==> src/rtl/alu_seq.sv <==
// alu_seq: registered, valid/ready handshaked ALU with a persistent ZCSPV flag
// register and an optional one-bit-per-cycle shift/rotate engine.
//
// Ports:
//   clkout              system clock (rising edge)
//   rst                 asynchronous active-high reset
//   in_valid / in_ready request handshake; opcode, A, B, val, cin captured on accept
//   opcode [7:0]        operation select (1..31 legal, others flagged via out_err)
//   A, B [DATA_W-1:0]   operands
//   val  [DATA_W-1:0]   immediate operand, or shift count in val[SHW-1:0]
//   cin                 external carry-in (used only when CIN_SRC=1)
//   out_valid/out_ready result handshake; result/flags/out_err stable while held
//   result [DATA_W-1:0] registered result
//   flags  [4:0]        registered {Z,C,S,P,V}
//   out_err             illegal opcode indicator, qualified by out_valid
//   busy                iterative shift in progress
module alu_seq #(
    parameter int DATA_W     = 32,
    parameter int SHW        = $clog2(DATA_W),
    parameter int CIN_SRC    = 0,
    parameter int ITER_SHIFT = 1
) (
    input  logic              clkout,
    input  logic              rst,
    input  logic              in_valid,
    output logic              in_ready,
    input  logic [7:0]        opcode,
    input  logic [DATA_W-1:0] A,
    input  logic [DATA_W-1:0] B,
    input  logic [DATA_W-1:0] val,
    input  logic              cin,
    output logic              out_valid,
    input  logic              out_ready,
    output logic [DATA_W-1:0] result,
    output logic [4:0]        flags,
    output logic              out_err,
    output logic              busy
);
    localparam int M = DATA_W - 1;
    // A barrel shift is an unrolled chain of single-bit steps; none in iterative mode.
    localparam int BAR_STEPS = (ITER_SHIFT != 0) ? 0 : DATA_W - 1;

    localparam logic [7:0] OP_ADD = 8'd1,  OP_ADI = 8'd2,  OP_ACA = 8'd3,  OP_ACI = 8'd4;
    localparam logic [7:0] OP_SUB = 8'd5,  OP_SCI = 8'd6,  OP_SBI = 8'd7,  OP_SCA = 8'd8;
    localparam logic [7:0] OP_XNR = 8'd9,  OP_XNI = 8'd10, OP_XOR = 8'd11, OP_XRI = 8'd12;
    localparam logic [7:0] OP_AND = 8'd13, OP_ANI = 8'd14, OP_ORA = 8'd15, OP_ORI = 8'd16;
    localparam logic [7:0] OP_NOT = 8'd17, OP_NEG = 8'd18, OP_SRL = 8'd19, OP_SLL = 8'd20;
    localparam logic [7:0] OP_ASR = 8'd21, OP_ASL = 8'd22, OP_SRC = 8'd23, OP_SLC = 8'd24;
    localparam logic [7:0] OP_ROR = 8'd25, OP_ROL = 8'd26, OP_RRC = 8'd27, OP_RLC = 8'd28;
    localparam logic [7:0] OP_CLR = 8'd29, OP_INC = 8'd30, OP_DEC = 8'd31;

    typedef enum logic {S_IDLE, S_SHIFT} state_t;

    state_t            state_q, state_d;
    logic [DATA_W-1:0] result_q, result_d, shreg_q, shreg_d;
    logic [4:0]        flags_q, flags_d;
    logic              out_valid_q, out_valid_d, err_q, err_d;
    logic [SHW-1:0]    cnt_q, cnt_d;
    logic [7:0]        op_q, op_d;
    logic              fill_q, fill_d, cout_q, cout_d, vacc_q, vacc_d;

    // One single-bit shift step. Returns {msb_changed (ASL only), bit_out, data}.
    // 'ring' is the extra ring bit for RRC/RLC; 'fill' is the SRC/SLC fill bit.
    function automatic logic [DATA_W+1:0] shift_step(input logic [7:0] op,
                                                     input logic [DATA_W-1:0] d,
                                                     input logic ring,
                                                     input logic fill);
        logic [DATA_W+1:0] r;
        r = {1'b0, ring, d};
        case (op)
            OP_SRL: r = {1'b0, d[0], 1'b0, d[M:1]};
            OP_SLL: r = {1'b0, d[M], d[M-1:0], 1'b0};
            OP_ASR: r = {1'b0, d[0], d[M], d[M:1]};
            OP_ASL: r = {d[M] ^ d[M-1], d[M], d[M-1:0], 1'b0};
            OP_SRC: r = {1'b0, d[0], fill, d[M:1]};
            OP_SLC: r = {1'b0, d[M], d[M-1:0], fill};
            OP_ROR: r = {1'b0, d[0], d[0], d[M:1]};
            OP_ROL: r = {1'b0, d[M], d[M-1:0], d[M]};
            OP_RRC: r = {1'b0, d[0], ring, d[M:1]};
            OP_RLC: r = {1'b0, d[M], d[M-1:0], ring};
            default: r = {1'b0, ring, d};
        endcase
        return r;
    endfunction

    function automatic logic [4:0] mk_flags(input logic [DATA_W-1:0] r, input logic c,
                                            input logic v);
        return {(r == '0), c, r[M], ^r, v};
    endfunction

    logic              c_flag, cin_eff, is_shift, accept;
    logic [SHW-1:0]    n_in;
    logic [DATA_W-1:0] op2, add_x, add_y, sub_y, alu_res, bar_res;
    logic              add_ci, sub_ci, add_v, sub_v, alu_c, alu_v, alu_err, bar_c, bar_v;
    logic [DATA_W:0]   add_sum, sub_dif;
    logic [4:0]        alu_flags;
    logic [DATA_W+1:0] sh_st;

    assign c_flag   = flags_q[3];
    assign cin_eff  = (CIN_SRC != 0) ? cin : c_flag;
    assign n_in     = val[SHW-1:0];
    assign is_shift = (opcode >= OP_SRL) && (opcode <= OP_RLC);
    assign in_ready = (state_q == S_IDLE) && (!out_valid_q || out_ready);
    assign accept   = in_valid && in_ready;
    assign busy     = (state_q == S_SHIFT);

    // Immediate forms take val as the second operand.
    always_comb begin
        op2 = B;
        case (opcode)
            OP_ADI, OP_ACI, OP_SCI, OP_SBI, OP_XNI, OP_XRI, OP_ANI, OP_ORI: op2 = val;
            default: op2 = B;
        endcase
    end

    // Shared adder and subtractor; carry/borrow taken from the extra top bit.
    always_comb begin
        add_x  = A;
        add_y  = op2;
        add_ci = 1'b0;
        sub_y  = op2;
        sub_ci = 1'b0;
        case (opcode)
            OP_ACA, OP_ACI: add_ci = cin_eff;
            OP_INC:         add_y  = {{(DATA_W-1){1'b0}}, 1'b1};
            OP_NEG: begin
                add_x  = ~A;
                add_y  = '0;
                add_ci = 1'b1;
            end
            OP_SCA, OP_SCI: sub_ci = cin_eff;
            OP_DEC:         sub_y  = {{(DATA_W-1){1'b0}}, 1'b1};
            default: ;
        endcase
        add_sum = {1'b0, add_x} + {1'b0, add_y} + {{DATA_W{1'b0}}, add_ci};
        sub_dif = {1'b0, A} - {1'b0, sub_y} - {{DATA_W{1'b0}}, sub_ci};
        add_v   = (add_x[M] == add_y[M]) && (add_sum[M] != add_x[M]);
        sub_v   = (A[M] != sub_y[M]) && (sub_dif[M] != A[M]);
    end

    // Single-cycle shift path. In iterative mode this only serves n=0 (result=A, C kept).
    always_comb begin
        bar_res = A;
        bar_c   = c_flag;
        bar_v   = 1'b0;
        for (int i = 0; i < BAR_STEPS; i++) begin
            logic [DATA_W+1:0] st;
            if (i < int'(n_in)) begin
                st      = shift_step(opcode, bar_res, bar_c, c_flag);
                bar_res = st[DATA_W-1:0];
                bar_c   = st[DATA_W];
                bar_v   = bar_v | st[DATA_W+1];
            end
        end
    end

    always_comb begin
        alu_res = A;
        alu_c   = c_flag;
        alu_v   = 1'b0;
        alu_err = 1'b0;
        case (opcode)
            OP_ADD, OP_ADI, OP_ACA, OP_ACI, OP_INC, OP_NEG: begin
                alu_res = add_sum[M:0];
                alu_c   = add_sum[DATA_W];
                alu_v   = add_v;
            end
            OP_SUB, OP_SBI, OP_SCA, OP_SCI, OP_DEC: begin
                alu_res = sub_dif[M:0];
                alu_c   = sub_dif[DATA_W];
                alu_v   = sub_v;
            end
            OP_XNR, OP_XNI: alu_res = ~(A ^ op2);
            OP_XOR, OP_XRI: alu_res = A ^ op2;
            OP_AND, OP_ANI: alu_res = A & op2;
            OP_ORA, OP_ORI: alu_res = A | op2;
            OP_NOT:         alu_res = ~A;
            OP_CLR:         alu_res = '0;
            OP_SRL, OP_SLL, OP_ASR, OP_ASL, OP_SRC,
            OP_SLC, OP_ROR, OP_ROL, OP_RRC, OP_RLC: begin
                alu_res = bar_res;
                alu_c   = bar_c;
                alu_v   = bar_v;
            end
            default: alu_err = 1'b1;
        endcase
        // Illegal opcodes leave the whole flag register untouched.
        alu_flags = alu_err ? flags_q : mk_flags(alu_res, alu_c, alu_v);
    end

    // Iterative engine: cout_q doubles as the RRC/RLC ring bit and the last bit out.
    assign sh_st = shift_step(op_q, shreg_q, cout_q, fill_q);

    always_comb begin
        state_d     = state_q;
        result_d    = result_q;
        flags_d     = flags_q;
        out_valid_d = out_valid_q;
        err_d       = err_q;
        shreg_d     = shreg_q;
        cnt_d       = cnt_q;
        op_d        = op_q;
        fill_d      = fill_q;
        cout_d      = cout_q;
        vacc_d      = vacc_q;
        case (state_q)
            S_IDLE: begin
                if (out_valid_q && out_ready) out_valid_d = 1'b0;
                if (accept) begin
                    if (is_shift && (ITER_SHIFT != 0) && (n_in != '0)) begin
                        state_d = S_SHIFT;
                        shreg_d = A;
                        cnt_d   = n_in;
                        op_d    = opcode;
                        fill_d  = c_flag;
                        cout_d  = c_flag;
                        vacc_d  = 1'b0;
                    end else begin
                        result_d    = alu_res;
                        flags_d     = alu_flags;
                        err_d       = alu_err;
                        out_valid_d = 1'b1;
                    end
                end
            end
            S_SHIFT: begin
                shreg_d = sh_st[DATA_W-1:0];
                cout_d  = sh_st[DATA_W];
                vacc_d  = vacc_q | sh_st[DATA_W+1];
                cnt_d   = cnt_q - SHW'(1);
                if (cnt_q == SHW'(1)) begin
                    state_d     = S_IDLE;
                    result_d    = sh_st[DATA_W-1:0];
                    flags_d     = mk_flags(sh_st[DATA_W-1:0], sh_st[DATA_W],
                                           vacc_q | sh_st[DATA_W+1]);
                    err_d       = 1'b0;
                    out_valid_d = 1'b1;
                end
            end
            default: state_d = S_IDLE;
        endcase
    end

    always_ff @(posedge clkout or posedge rst) begin
        if (rst) begin
            state_q     <= S_IDLE;
            result_q    <= '0;
            flags_q     <= '0;
            out_valid_q <= 1'b0;
            err_q       <= 1'b0;
            shreg_q     <= '0;
            cnt_q       <= '0;
            op_q        <= '0;
            fill_q      <= 1'b0;
            cout_q      <= 1'b0;
            vacc_q      <= 1'b0;
        end else begin
            state_q     <= state_d;
            result_q    <= result_d;
            flags_q     <= flags_d;
            out_valid_q <= out_valid_d;
            err_q       <= err_d;
            shreg_q     <= shreg_d;
            cnt_q       <= cnt_d;
            op_q        <= op_d;
            fill_q      <= fill_d;
            cout_q      <= cout_d;
            vacc_q      <= vacc_d;
        end
    end

    assign result    = result_q;
    assign flags     = flags_q;
    assign out_valid = out_valid_q;
    assign out_err   = err_q;

endmodule

==> config.mk <==
export PLATFORM = sky130hd
export DESIGN_NAME = alu_seq
export DESIGN_NICKNAME = d
export VERILOG_FILES = /design/src/rtl/alu_seq.sv
export SDC_FILE = /design/constraint.sdc
export NUM_CORES = 1
export LEC_CHECK = 0
export ABC_AREA = 1
export CAP_MARGIN = 20
export CORE_MARGIN = 2
export CORE_UTILIZATION = 40
export CTS_CLUSTER_DIAMETER = 100
export DETAILED_ROUTE_END_ITERATION = 8
export PLACE_DENSITY = 0.62
export SLEW_MARGIN = 10
export SYNTH_ARGS = -nofsm -noshare
export SYNTH_HDL_FRONTEND = slang
export SYNTH_SLANG_ARGS = --single-unit
==> constraint.sdc <==
create_clock -name clkout -period 5.7 [get_ports clkout]
set_clock_uncertainty 0.1 [all_clocks]
set_input_delay 1.14 -clock clkout [delete_from_list [all_inputs] [get_ports clkout]]
set_output_delay 1.14 -clock clkout [all_outputs]
set_load 0.01 [all_outputs]
==> impl_summary.md <==
Run status
The flow ran to the end, but the final reports show violations. The checks that failed: design-rule violations.

Placement
Summed over all nets, the half-perimeter wirelength after detailed placement is 51600 µm. The final weighted congestion in routability-driven placement is between 1 and 1.5. Port buffering added about 150 buffers.

Setup path
The register-to-register setup slack is 1210 ps. Data arrives at the worst endpoint at 5710 ps. The source of the critical timing path is opcode[0].

The biggest cell delay along the critical path is 420 ps. The worst setup path is launched from an input port. The worst-path cell with the longest stage delay is fa_1.

The critical path ends at flags[1]$_DFFE_PP0P_. The critical path required time is between 5000 and 6000 ps. The capture point of the worst reg-to-reg path is flags[1]$_DFFE_PP0P_.

The most numerous cell type found on the critical path is inv_1. The number of buffers and inverters on the critical path is 8. Grouping stages by cell kind, the critical path spends the most delay in simple AND/OR/NAND/NOR gates. Measured in cells, the most critical reg-to-reg path has a length of 25.

The critical path start-end classification is in2reg. In this run the critical register-to-register path is launched from flags[3]$_DFFE_PP0P_. The maximum net fanout on the critical path is 11. Counting buffers and inverters, the worst setup path is 32 cells deep. The critical path endpoint category is a register.

Finish
The post-layout net count is 3302. Fill cells in the final layout number about 3.7k. The area overhead of the layout relative to synthesis is 38.0%. Of the cells placed in the final design, the portion with a size suffix greater than 1 is 20.8%. 0 antenna diodes ended up in the layout. The utilization after layout is 56.3%.

Power
The leakage power is 10.9 nW. The worst-case IR drop observed on VDD is about 0.43 mV. In this run the power density over the cells is 307 nW/µm². The overall power of the completed layout is 6.36 mW.

Floorplanning
For this configuration, the core starts out at a cell density of 40.8%. The area of the die is slightly below 40000 µm². The die is between 150 and 200 µm tall. Row generation in the floorplan step produced 70 rows. The die boundary width is 198 µm. After floorplanning, the core was sized to cover between 30000 and 40000 µm². During I/O placement, the number of pins put on the boundary was 150.

Timing
The portion of the clock cycle consumed by the worst path in the final layout is slightly below 100%. Setup violations remaining at the end of the flow were counted as 0. The minimum period implied by the final worst setup slack is 5590 ps. The sum of negative setup slack is 0 ps. The maximum clock frequency is 179 MHz. At the pin with the least slew margin, the transition time is 877 ps. Across all hold checks on the routed design, the worst slack comes to 363 ps. The final hold violation count is 0. The number of max-slew violations in the final report is 0.

Measured against its own limit, the worst slew margin works out to 41.5%.

Detailed routing
The number of iterations in the first detailed-routing pass is 8. The detail route stage leaves a number of antenna-violating nets equal to 0. After detailed routing, the number of vias per cell comes to 5.25.

The wire length per cell after detailed routing is 18.3 µm. The final route contains approximately 18k vias. The number of design-rule violations left by the first detailed-router iteration is 1260. Wires add up to approximately 63000 µm. For this run, design rule violations remaining after detail routing come to 1.

Clock network
The longest clock path from root to sink contains 2 buffers. The TritonCTS clock tree is done. For the worst-skew pair, the clock arrives at the later sink with an insertion delay of 350 ps.

The CTS H-tree depth is 3. The total clock buffers created by CTS is 9. The cell sitting at the root of the clock tree is a clkbuf_16. The clock transition time at the flip-flop clock pins of the worst setup and hold paths is approximately 60 ps. The sink count of the clock tree is 88.

In this run, post-CTS hold repair placed 0 buffers.

Synthesis
The count of flip-flops with a built-in enable after synthesis is 0. The post-synthesis net count is 2843. After synthesis, flip-flops and latches occupy ~15% of the total area. The average size of a mapped cell is 5.91 µm². The most area-hungry cell type in the Yosys netlist is nand2_1.

Yosys attributes the largest share of cell area to nand2_1 17%, ha_1 16%, dfrtp_1 15%, inv_1 12%, nor2_1 7.6%. For this run, asynchronously set or reset flops after synthesis account for 100%. Summed over its instances, the top area cell type makes up 17.2% of the synthesized netlist area. In this run, distinct cell masters in the synthesized netlist total 51. The synthesized instance count is 2539. The cell area that synthesis handed to floorplanning was roughly 15000 µm². In this run, synthesis produced a sequential element count of just under 90.

The prevailing post-synth register cell is dfrtp_1. The Yosys step of the flow raised 0 warnings.

GRT
The first global-routing pass estimated 94900 µm of wire. In the global route stage, overall resource usage came out at 31.5%. Summed over all layers, the global routing overflow is 0. The initial antenna violation count is 0.

The number of global-route vias before repair is 17.4k. Entering global routing, the biggest net connects 51 pins.

Worst hold path
The startpoint of the worst hold path is op_q[4]$_DFFE_PP0P_. The classification of the worst-slack hold path is reg2reg.

Run
The number of max-cap violations is 0.
cell type report:
class	instances	area, µm²	area share [%]
inverter	483	1810	8.77
multi-input combinational	1897	11500	55.4
sequential	88	2200	10.6
tap	468	586	2.83
timing repair buffer	519	4320	20.9
clock buffer	11	243	1.17
clock inverter	5	78.8	0.381
Yosys cell counts (16+ instances only):
| cell type | count |
|---|---|
| a21boi_1 | 16 |
| a21oi_1 | 94 |
| buf_2 | 27 |
| clkbuf_1 | 29 |
| dfrtp_1 | 88 |
| ha_1 | 191 |
| inv_1 | 472 |
| nand2_1 | 686 |
| nand3_1 | 156 |
| nand3b_1 | 23 |
| nand4_1 | 37 |
| nor2_1 | 302 |
| o21ai_0 | 102 |
| o21bai_1 | 20 |
| o221ai_1 | 40 |
| o22ai_1 | 22 |
| or2_2 | 37 |
| xnor2_1 | 22 |
| xor2_1 | 47 |
layout by cell type (no fill, tap or decap), types with 20 or more instances in the layout:
cell             instances
a21oi_1                 80
buf_4                  360
clkdlybuf4s50_1        140
dfrtp_1                 88
ha_1                   174
inv_1                  466
nand2_1                653
nand2_2                 32
nand3_1                121
nand3_2                 34
nand3b_1                23
nand4_1                 37
nor2_1                 275
nor2_2                  21
o21ai_0                 72
o21bai_1                20
o221ai_1                40
o22ai_1                 22
or2_2                   36
xor2_1                  46
kinds of logic after synthesis:
group | synth area share (%)
buffers and inverters | 14.4
XOR/XNOR | 4.03
AND/OR/NAND/NOR | 36.5
adder cells (fa/ha/maj) | 16.5
AO/OA/AOI/OAI | 13.9
flip-flops | 14.7
power breakdown:
group	switching, mW	internal (mW)
sequential	0.186	0.897
clock	0.262	0.397
combinational	2.64	1.97
tightest hold or removal path: stages (launching register included):
cell and delay, ps:
dfrtp_1 340, inv_2 40, nand2_1 50
registers in the layout, indices dropped and copies added, names as in the netlist:
register / flops
out_err: 1
result: 32
vacc_q: 1
fill_q: 1
flags: 5
out_valid: 1
shreg_q: 32
cnt_q: 5
cout_q: 1
op_q: 8
busy: 1
worst min-delay path by stage:
stage                          endpoint  slack [ps]  cells after the start
finish              op_q[4]$_DFFE_PP0P_         360                      2
global route        op_q[4]$_DFFE_PP0P_         400                      2
CTS                 op_q[4]$_DFFE_PP0P_         360                      2
detailed placement  op_q[4]$_DFFE_PP0P_         350                      2
global placement    op_q[4]$_DFFE_PP0P_         340                      2
floorplan           op_q[4]$_DFFE_PP0P_         330                      2
layer usage:
metal,up-vias,share of wire [%],GRT usage (%)
met5,-,0,0
met2,708,46,53.8
li1,8963,-,-
met4,0,6.5,17.3
met1,8374,41,38.4
met3,173,6.3,4.11
stage by stage:
step                      worst slack (ps)  cell area, µm²  std cells
after global placement               -1110           19400       3441
after detailed placement             -1180           19400       3441
after floorplan                       77.6           15000       2539
after global routing                 -98.1           20700       3471
after CTS                             2.71           20000       3462
final                                  107           20700       3471
repair_timing:
| action | CTS | global route |
|---|---|---|
| pin swaps | 22 | 37 |
| setup endpoints to repair | 3 | 2 |
| setup buffers | 5 | 9 |
| resized for setup | 86 | 172 |
Power figures use the tool's default switching activity.
